--- config.mk ---
export PLATFORM = sky130hd
export DESIGN_NAME = fifo_write_ctrl
export DESIGN_NICKNAME = d
export VERILOG_FILES = /design/src/rtl/fifo_write_ctrl.sv
export SDC_FILE = /design/constraint.sdc
export NUM_CORES = 1
export LEC_CHECK = 0
export CAP_MARGIN = 25
export CORE_MARGIN = 3
export CORE_UTILIZATION = 46
export CTS_BUF_LIST = sky130_fd_sc_hd__clkbuf_8 sky130_fd_sc_hd__clkbuf_16
export CTS_CLUSTER_DIAMETER = 40
export DETAILED_ROUTE_END_ITERATION = 12
export GPL_TIMING_DRIVEN = 0
export PLACE_DENSITY_LB_ADDON = 0.08
export RECOVER_POWER = 100
export SYNTH_ARGS = -nofsm -noshare
export SYNTH_HDL_FRONTEND = slang
export SYNTH_SLANG_ARGS = --single-unit
--- constraint.sdc ---
create_clock -name clk -period 4.2 [get_ports clk]
set_clock_uncertainty 0.05 [all_clocks]
set_input_delay 1.05 -clock clk [delete_from_list [all_inputs] [get_ports clk]]
set_output_delay 1.05 -clock clk [all_outputs]
set_load 0.02 [all_outputs]
--- src/rtl/fifo_write_ctrl.sv ---
// fifo_write_ctrl: write side of the 16-deep stereo audio sample FIFO.
// Each accepted stereo frame becomes two back-to-back FIFO word writes,
// left sample first. The block also owns the write pointer, derives
// level/full/almost-full against the read pointer, and keeps a sticky
// overflow flag plus a saturating count of dropped frames.
module fifo_write_ctrl #(
  parameter int DATA_W    = 24,
  parameter int ADDR_W    = 4,
  parameter int AFULL_LVL = 12
) (
  input  logic              clk,
  input  logic              rst_n,
  input  logic              frame_wr,
  input  logic [DATA_W-1:0] din_l,
  input  logic [DATA_W-1:0] din_r,
  input  logic [ADDR_W:0]   rptr,
  input  logic              ovf_clr,
  output logic              frame_ready,
  output logic              fifo_wr,
  output logic [DATA_W-1:0] fifo_din,
  output logic [ADDR_W:0]   wptr,
  output logic              fifo_full,
  output logic              fifo_almost_full,
  output logic [ADDR_W:0]   level,
  output logic              overflow,
  output logic [7:0]        drop_cnt
);

  // Pointer-width constants. DEPTH needs the extra wrap bit to be representable.
  localparam logic [ADDR_W:0] DEPTH       = {1'b1, {ADDR_W{1'b0}}};
  localparam logic [ADDR_W:0] AFULL_THR   = (ADDR_W+1)'(AFULL_LVL);
  localparam logic [ADDR_W:0] FRAME_WORDS = (ADDR_W+1)'(2);

  typedef enum logic [1:0] {
    IDLE = 2'd0,
    WR_L = 2'd1,
    WR_R = 2'd2
  } state_t;

  state_t            state;
  logic [DATA_W-1:0] hold_r;   // right sample parked while the left word goes out
  logic [ADDR_W:0]   free;
  logic              accept;
  logic              drop;

  // Occupancy from the pointer pair; follows rptr with no register delay.
  always_comb begin
    level            = wptr - rptr;
    free             = DEPTH - level;
    fifo_full        = (wptr[ADDR_W] != rptr[ADDR_W]) &&
                       (wptr[ADDR_W-1:0] == rptr[ADDR_W-1:0]);
    fifo_almost_full = (level >= AFULL_THR);
  end

  // A frame is taken only from IDLE with room for both words; any other
  // request is lost. Space is never rechecked mid-frame because the read
  // side can only free words.
  always_comb begin
    accept = frame_wr && (state == IDLE) && (free >= FRAME_WORDS);
    drop   = frame_wr && !accept;
  end

  // Frame serialiser. Outputs are registered alongside the state so that
  // fifo_wr/fifo_din/frame_ready never depend combinationally on frame_wr.
  // The left sample is loaded straight into fifo_din, which is therefore
  // its hold register; only the right sample needs a separate one.
  always_ff @(posedge clk or negedge rst_n) begin
    if (!rst_n) begin
      state       <= IDLE;
      frame_ready <= 1'b1;
      fifo_wr     <= 1'b0;
      fifo_din    <= '0;
      hold_r      <= '0;
      wptr        <= '0;
    end else begin
      if (fifo_wr) begin
        wptr <= wptr + 1'b1;
      end
      case (state)
        IDLE: begin
          if (accept) begin
            state       <= WR_L;
            frame_ready <= 1'b0;
            fifo_wr     <= 1'b1;
            fifo_din    <= din_l;
            hold_r      <= din_r;
          end
        end
        WR_L: begin
          state       <= WR_R;
          frame_ready <= 1'b0;
          fifo_wr     <= 1'b1;
          fifo_din    <= hold_r;
        end
        WR_R: begin
          state       <= IDLE;
          frame_ready <= 1'b1;
          fifo_wr     <= 1'b0;
        end
        default: begin
          state       <= IDLE;
          frame_ready <= 1'b1;
          fifo_wr     <= 1'b0;
        end
      endcase
    end
  end

  // Drop bookkeeping. A drop in the same cycle as a clear restarts the
  // count at one rather than losing that drop.
  always_ff @(posedge clk or negedge rst_n) begin
    if (!rst_n) begin
      overflow <= 1'b0;
      drop_cnt <= 8'd0;
    end else if (drop) begin
      overflow <= 1'b1;
      if (ovf_clr) begin
        drop_cnt <= 8'd1;
      end else if (drop_cnt != 8'hFF) begin
        drop_cnt <= drop_cnt + 8'd1;
      end
    end else if (ovf_clr) begin
      overflow <= 1'b0;
      drop_cnt <= 8'd0;
    end
  end

endmodule

======== Yosys cells after proc, flatten, opt, wreduce, memory -nomap -nowiden ========
Cells that the tools add are included.
cells by class
  multiplexer cells ....................... 14
  add/sub/neg operators ................... 4
  reduce and logical (&&, ||, !) cells .... 12
  $lt $le $gt $ge ......................... 2
  equal/unequal tests ..................... 5
operators with widths
  operator                                                                count
  24-bit one-hot mux with 2 select lines                                  1
  8-bit two-way mux                                                       4
  24-bit two-way mux                                                      1
  8-bit by 1-bit adder with 8-bit output (second input constant)          1
  8-bit inequality test (second input constant)                           1
  2-bit AND reduction                                                     3
  2-bit nonzero test                                                      3
  5-bit by 1-bit adder with 5-bit output (second input constant)          1
  5-bit by 2-bit >= comparator with 1-bit output (second input constant)  1
  5-bit by 4-bit >= comparator with 1-bit output (second input constant)  1
  5-bit subtractor                                                        1
  5-bit subtractor (first input constant)                                 1
  4-bit == test                                                           1
  1-bit logical AND                                                       4
  1-bit two-way mux                                                       4
  1-bit one-hot mux with 2 select lines                                   2
  2-bit one-hot mux with 2 select lines                                   1
  2-bit by 1-bit == test with 1-bit output (second input constant)        1
  2-bit logical NOT                                                       1
  2-bit two-way mux                                                       1
  2-bit inequality test (second input constant)                           1
  1-bit logical NOT                                                       1
  1-bit inequality test                                                   1
word-level totals
  output and inout bits ................... 47
  word-level logic and storage cells ...... 45
  input bits .............................. 57
  register bits ........................... 66

======== Depth between registers and ports, before layout ========
  depth after elaboration ................. 8
  mapped depth ............................ 15
  gate-level depth less buffers ........... 13

======== Worst setup path before layout ========
OpenSTA, ideal clock, no wires.
  path kind ............................... input to output
  start ................................... input port rptr[0]
  end ..................................... output port fifo_almost_full
  stages .................................. 6
  data arrival time ....................... 2,663 ps
  path buffers ............................ 0
  data required time ...................... 3,100 ps
  setup slack ............................. 437 ps
  cells stage by stage .................... ha_1 -> fa_1 -> nand2b_1 -> a21oi_1 -> xor2_1 -> a21o_1
on the way
  longest elaborated chain between the ends .. 2
ends and longest elaborated chain
  what                                            line  text
  start, declared                                 16    input logic [ADDR_W:0] rptr,
  5-bit subtractor                                48    level = wptr - rptr;
  named net level[4]                              24    output logic [ADDR_W:0] level,
  5-bit by 4-bit >= comparator with 1-bit output  52    fifo_almost_full = (level >= AFULL_THR);
  end, declared                                   23    output logic fifo_almost_full,
The timed path passes the listed nets, and every way through them passes these cells.

======== Final worst setup path ========
  start ................................... input port rptr[0]
  end ..................................... output port level[2]
on the way
  longest elaborated chain between the ends .. 1
ends and longest elaborated chain
  what              line
  5-bit subtractor  48
  end, declared     24
No other way between the ends.

==> results.sh <==
export IMPL_status="complete, but fails checks"
export IMPL_violations="max-capacitance violations, max-slew violations"
export IMPL_maxCapViolCount=1
export IMPL_ys_top_cells_by_area="dfrtp_1 53%, nand2_1 9.3%, a22o_1 6.8%"
export IMPL_wl_um=7300
export IMPL_dieHeight_um=87.8
export IMPL_rsz0062_at_grt="yes"
export IMPL_drt_iter0_drc=64
export IMPL_design_portCount=104
export IMPL_setup_viol=0
export IMPL_vias=2550
export IMPL_min_path_type="flop to flop"
export IMPL_nNetsFinal=476
export IMPL_io_buffers=102
export IMPL_hold_slack_ns=0.418
export IMPL_area_delta_synth_final_pct=43.2
export IMPL_start_util_pct=47.9
export IMPL_ant_nets=0
export IMPL_drtPass1Iterations=4
export IMPL_crit_slowest_cell="clkdlybuf4s50_1"
export IMPL_synthArstFlopShare_pct=100
export IMPL_antenna_found_initial=0
export IMPL_die_area_um2=7710
export IMPL_placed_area_um2=4190
export IMPL_gp_congestion=0.795
export IMPL_post_route_period_util_pct=98.4
export IMPL_p_total_uw=3480
export IMPL_via_per_inst=5.19
export IMPL_cts_root_buf="clkbuf_8"
export IMPL_max_stage_delay_ns=0.55
export IMPL_syn_num_nets=362
export IMPL_synth_seq_area_share_pct=53.7
export IMPL_tritoncts="built"
export IMPL_drv_slew=67
export IMPL_wire_per_inst_um=14.9
export IMPL_syn_instance_count=296
export IMPL_multiInputGateArea_um2=1310
export IMPL_drc_errors=0
export IMPL_hpwl_um=5180
export IMPL_clk_latency_ns=0.33
export IMPL_num_antenna_cells=0
export IMPL_path_common_cell="clkdlybuf4s50_1"
export IMPL_ys_ff_latch=66
export IMPL_synth_cell_area_um2=3080
export IMPL_grt_pass1_vias=2463
export IMPL_synth_top_area_cell="dfrtp_1"
export IMPL_hold_viol=0
export IMPL_clkTransAtPathRegs_ns=0.07
export IMPL_cts_hold_buf=0
export IMPL_end_kind="primary output"
export IMPL_vdd_ir_drop_max_mv=0.383
export IMPL_clk_path_buf_depth=2
export IMPL_cts_num_sinks=66
export IMPL_layout_drive_gt1_share_pct=7.73
export IMPL_required_ns=3.10
export IMPL_fill_cells=499
export IMPL_grt_use_total_pct=19.6
export IMPL_coreArea_um2=6420
export IMPL_ys_warn_count=0
export IMPL_leakage_uw=0.00223
export IMPL_synth_most_common_cell="nand2_1"
export IMPL_layout_min_cycle_time_ns=4.13
export IMPL_cp_max_fo=4
export IMPL_setup_worst_path_start_class="primary input"
export IMPL_synth_top_cell_area_share_pct=52.9
export IMPL_row_count=29
export IMPL_cts_max_level=3
export IMPL_worst_pin_slew_ns=1.63
export IMPL_cts_buffers=9
export IMPL_cp_arrival_ns=3.03
export IMPL_gr_total_overflow=0
export IMPL_power_density_nw_per_um2=791
export IMPL_fin_area_um2=4410
export IMPL_regArea_um2=1650
export IMPL_grt_max_degree=67
export IMPL_cp_cell_sequence="clkdlybuf4s50_1 > ha_1 > fa_1 > xor2_1 > inv_1 > clkdlybuf4s50_1"
export IMPL_synth_edff_count=0
export IMPL_grt_pass1_wl_um=11700
export IMPL_relSlewSlack_pct=-8.59
export IMPL_avgSynthCellArea_um2=10.4
export IMPL_synth_cell_types=46
export IMPL_die_width_um=87.8
export IMPL_fmax_mhz=242
export IMPL_synth_commonest_cells="76 x nand2_1, 65 x dfrtp_1, 27 x a21o_1"
export IMPL_synth_flop_cell="dfrtp_1"
export IMPL_crit_type="primary input to primary output"
## cells in the final DEF, fill, tap and decap left out, types with 2 or more instances in the layout
master,instances
a311oi_1,2
dfrtp_1,65
clkdlybuf4s50_1,63
and3_1,3
nand2_1,76
clkbuf_1,5
inv_1,11
nor2_1,9
a21o_1,27
a31oi_1,2
buf_2,2
xor2_1,2
buf_4,4
clkbuf_8,12
nor2b_1,3
and2_1,3
a21oi_1,6
buf_6,2
nor3_1,2
xnor2_1,5
a211oi_1,2
nand3b_1,3
clkbuf_2,2
ha_1,8
nand3_1,5
dlygate4sd3_1,35
buf_1,2
nand4_1,3
a22o_1,24
## cell type report
cell class,count,share of cell area (%)
clock buffers,12,3.75
repair buffers,103,23.2
well taps,77,2.19
flip-flops and latches,66,37.5
clock inverters,3,0.880
multi-input cells,205,29.7
plain buffers,14,1.85
inverters,11,0.994
## metal layers
metal	vias up	global-route usage [%]	wire length, µm
li1	1247	-	-
met1	1227	26.4	3250
met2	67	31.2	3520
met4	0	7.11	88
met5	-	0	0
met3	9	4.33	436
## final timing paths
kind | startpoint | to | slack [ns] | cells past startpoint
worst max-delay path | rptr[0] | level[2] | 0.07 | 6
worst min-delay path | fifo_din[18]$_DFFE_PN0P_ | fifo_din[18]$_DFFE_PN0P_ | 0.42 | 1
worst max register to register | wptr[0]$_DFFE_PN0P_ | drop_cnt[5]$_DFFE_PN0P_ | 0.88 | 14
worst min register to register | fifo_din[18]$_DFFE_PN0P_ | fifo_din[18]$_DFFE_PN0P_ | 0.42 | 1
max in group asynchronous | rst_n | state[0]$_DFFE_PN0P_ | 2.04 | 1
min in group asynchronous | rst_n | wptr[4]$_DFFE_PN0P_ | 1.07 | 1
## critical path: cells and delay by family
family                   cells  cell delay [ns]
buffers and inverters        3             1.07
adder cells (fa/ha/maj)      2             0.62
XOR/XNOR                     1             0.29
## report_power, final
| part | internal, µW | switching (µW) | total (µW) |
|---|---|---|---|
| sequential | 930 | 172 | 1100 |
| clock | 317 | 228 | 545 |
| combinational | 839 | 997 | 1840 |
| total | 2090 | 1400 | 3480 |
## flip-flops by register name (all words and copies together), names as in the netlist
register	flops
hold_r	24
drop_cnt	8
fifo_din	24
fifo_wr	1
overflow	1
frame_ready	1
wptr	5
state	2
## logic make-up after synthesis
family                     count (synthesis)  share of synthesized area (%)
muxes                                      2                          0.773
DFF                                       66                           53.7
adders and majority gates                  9                           3.90
buffers and inverters                     25                           4.07
AOI/OAI and AO/OA                         72                           18.7
xor gates and xnor gates                   8                           2.28
and+or+nand+nor                          114                           16.6
## per-stage QoR
stage               instances  setup slack (ns)  utilization [%]  TNS [ns]
finish                    491            0.0665             68.6         0
global route              491           -0.0251             68.6   -0.0251
CTS                       491           0.00190             68.6         0
detailed placement        475            -0.353             65.3     -2.13
global placement          475            -0.368             65.3    -16.42
floorplan                 296             0.437                -         0
## repair_timing
action / CTS / global route
setup endpoints to repair: 2 / 4
buffers inserted: 1 / 0
gates resized for setup: 3 / 4
(Power assumes the default switching activity.)
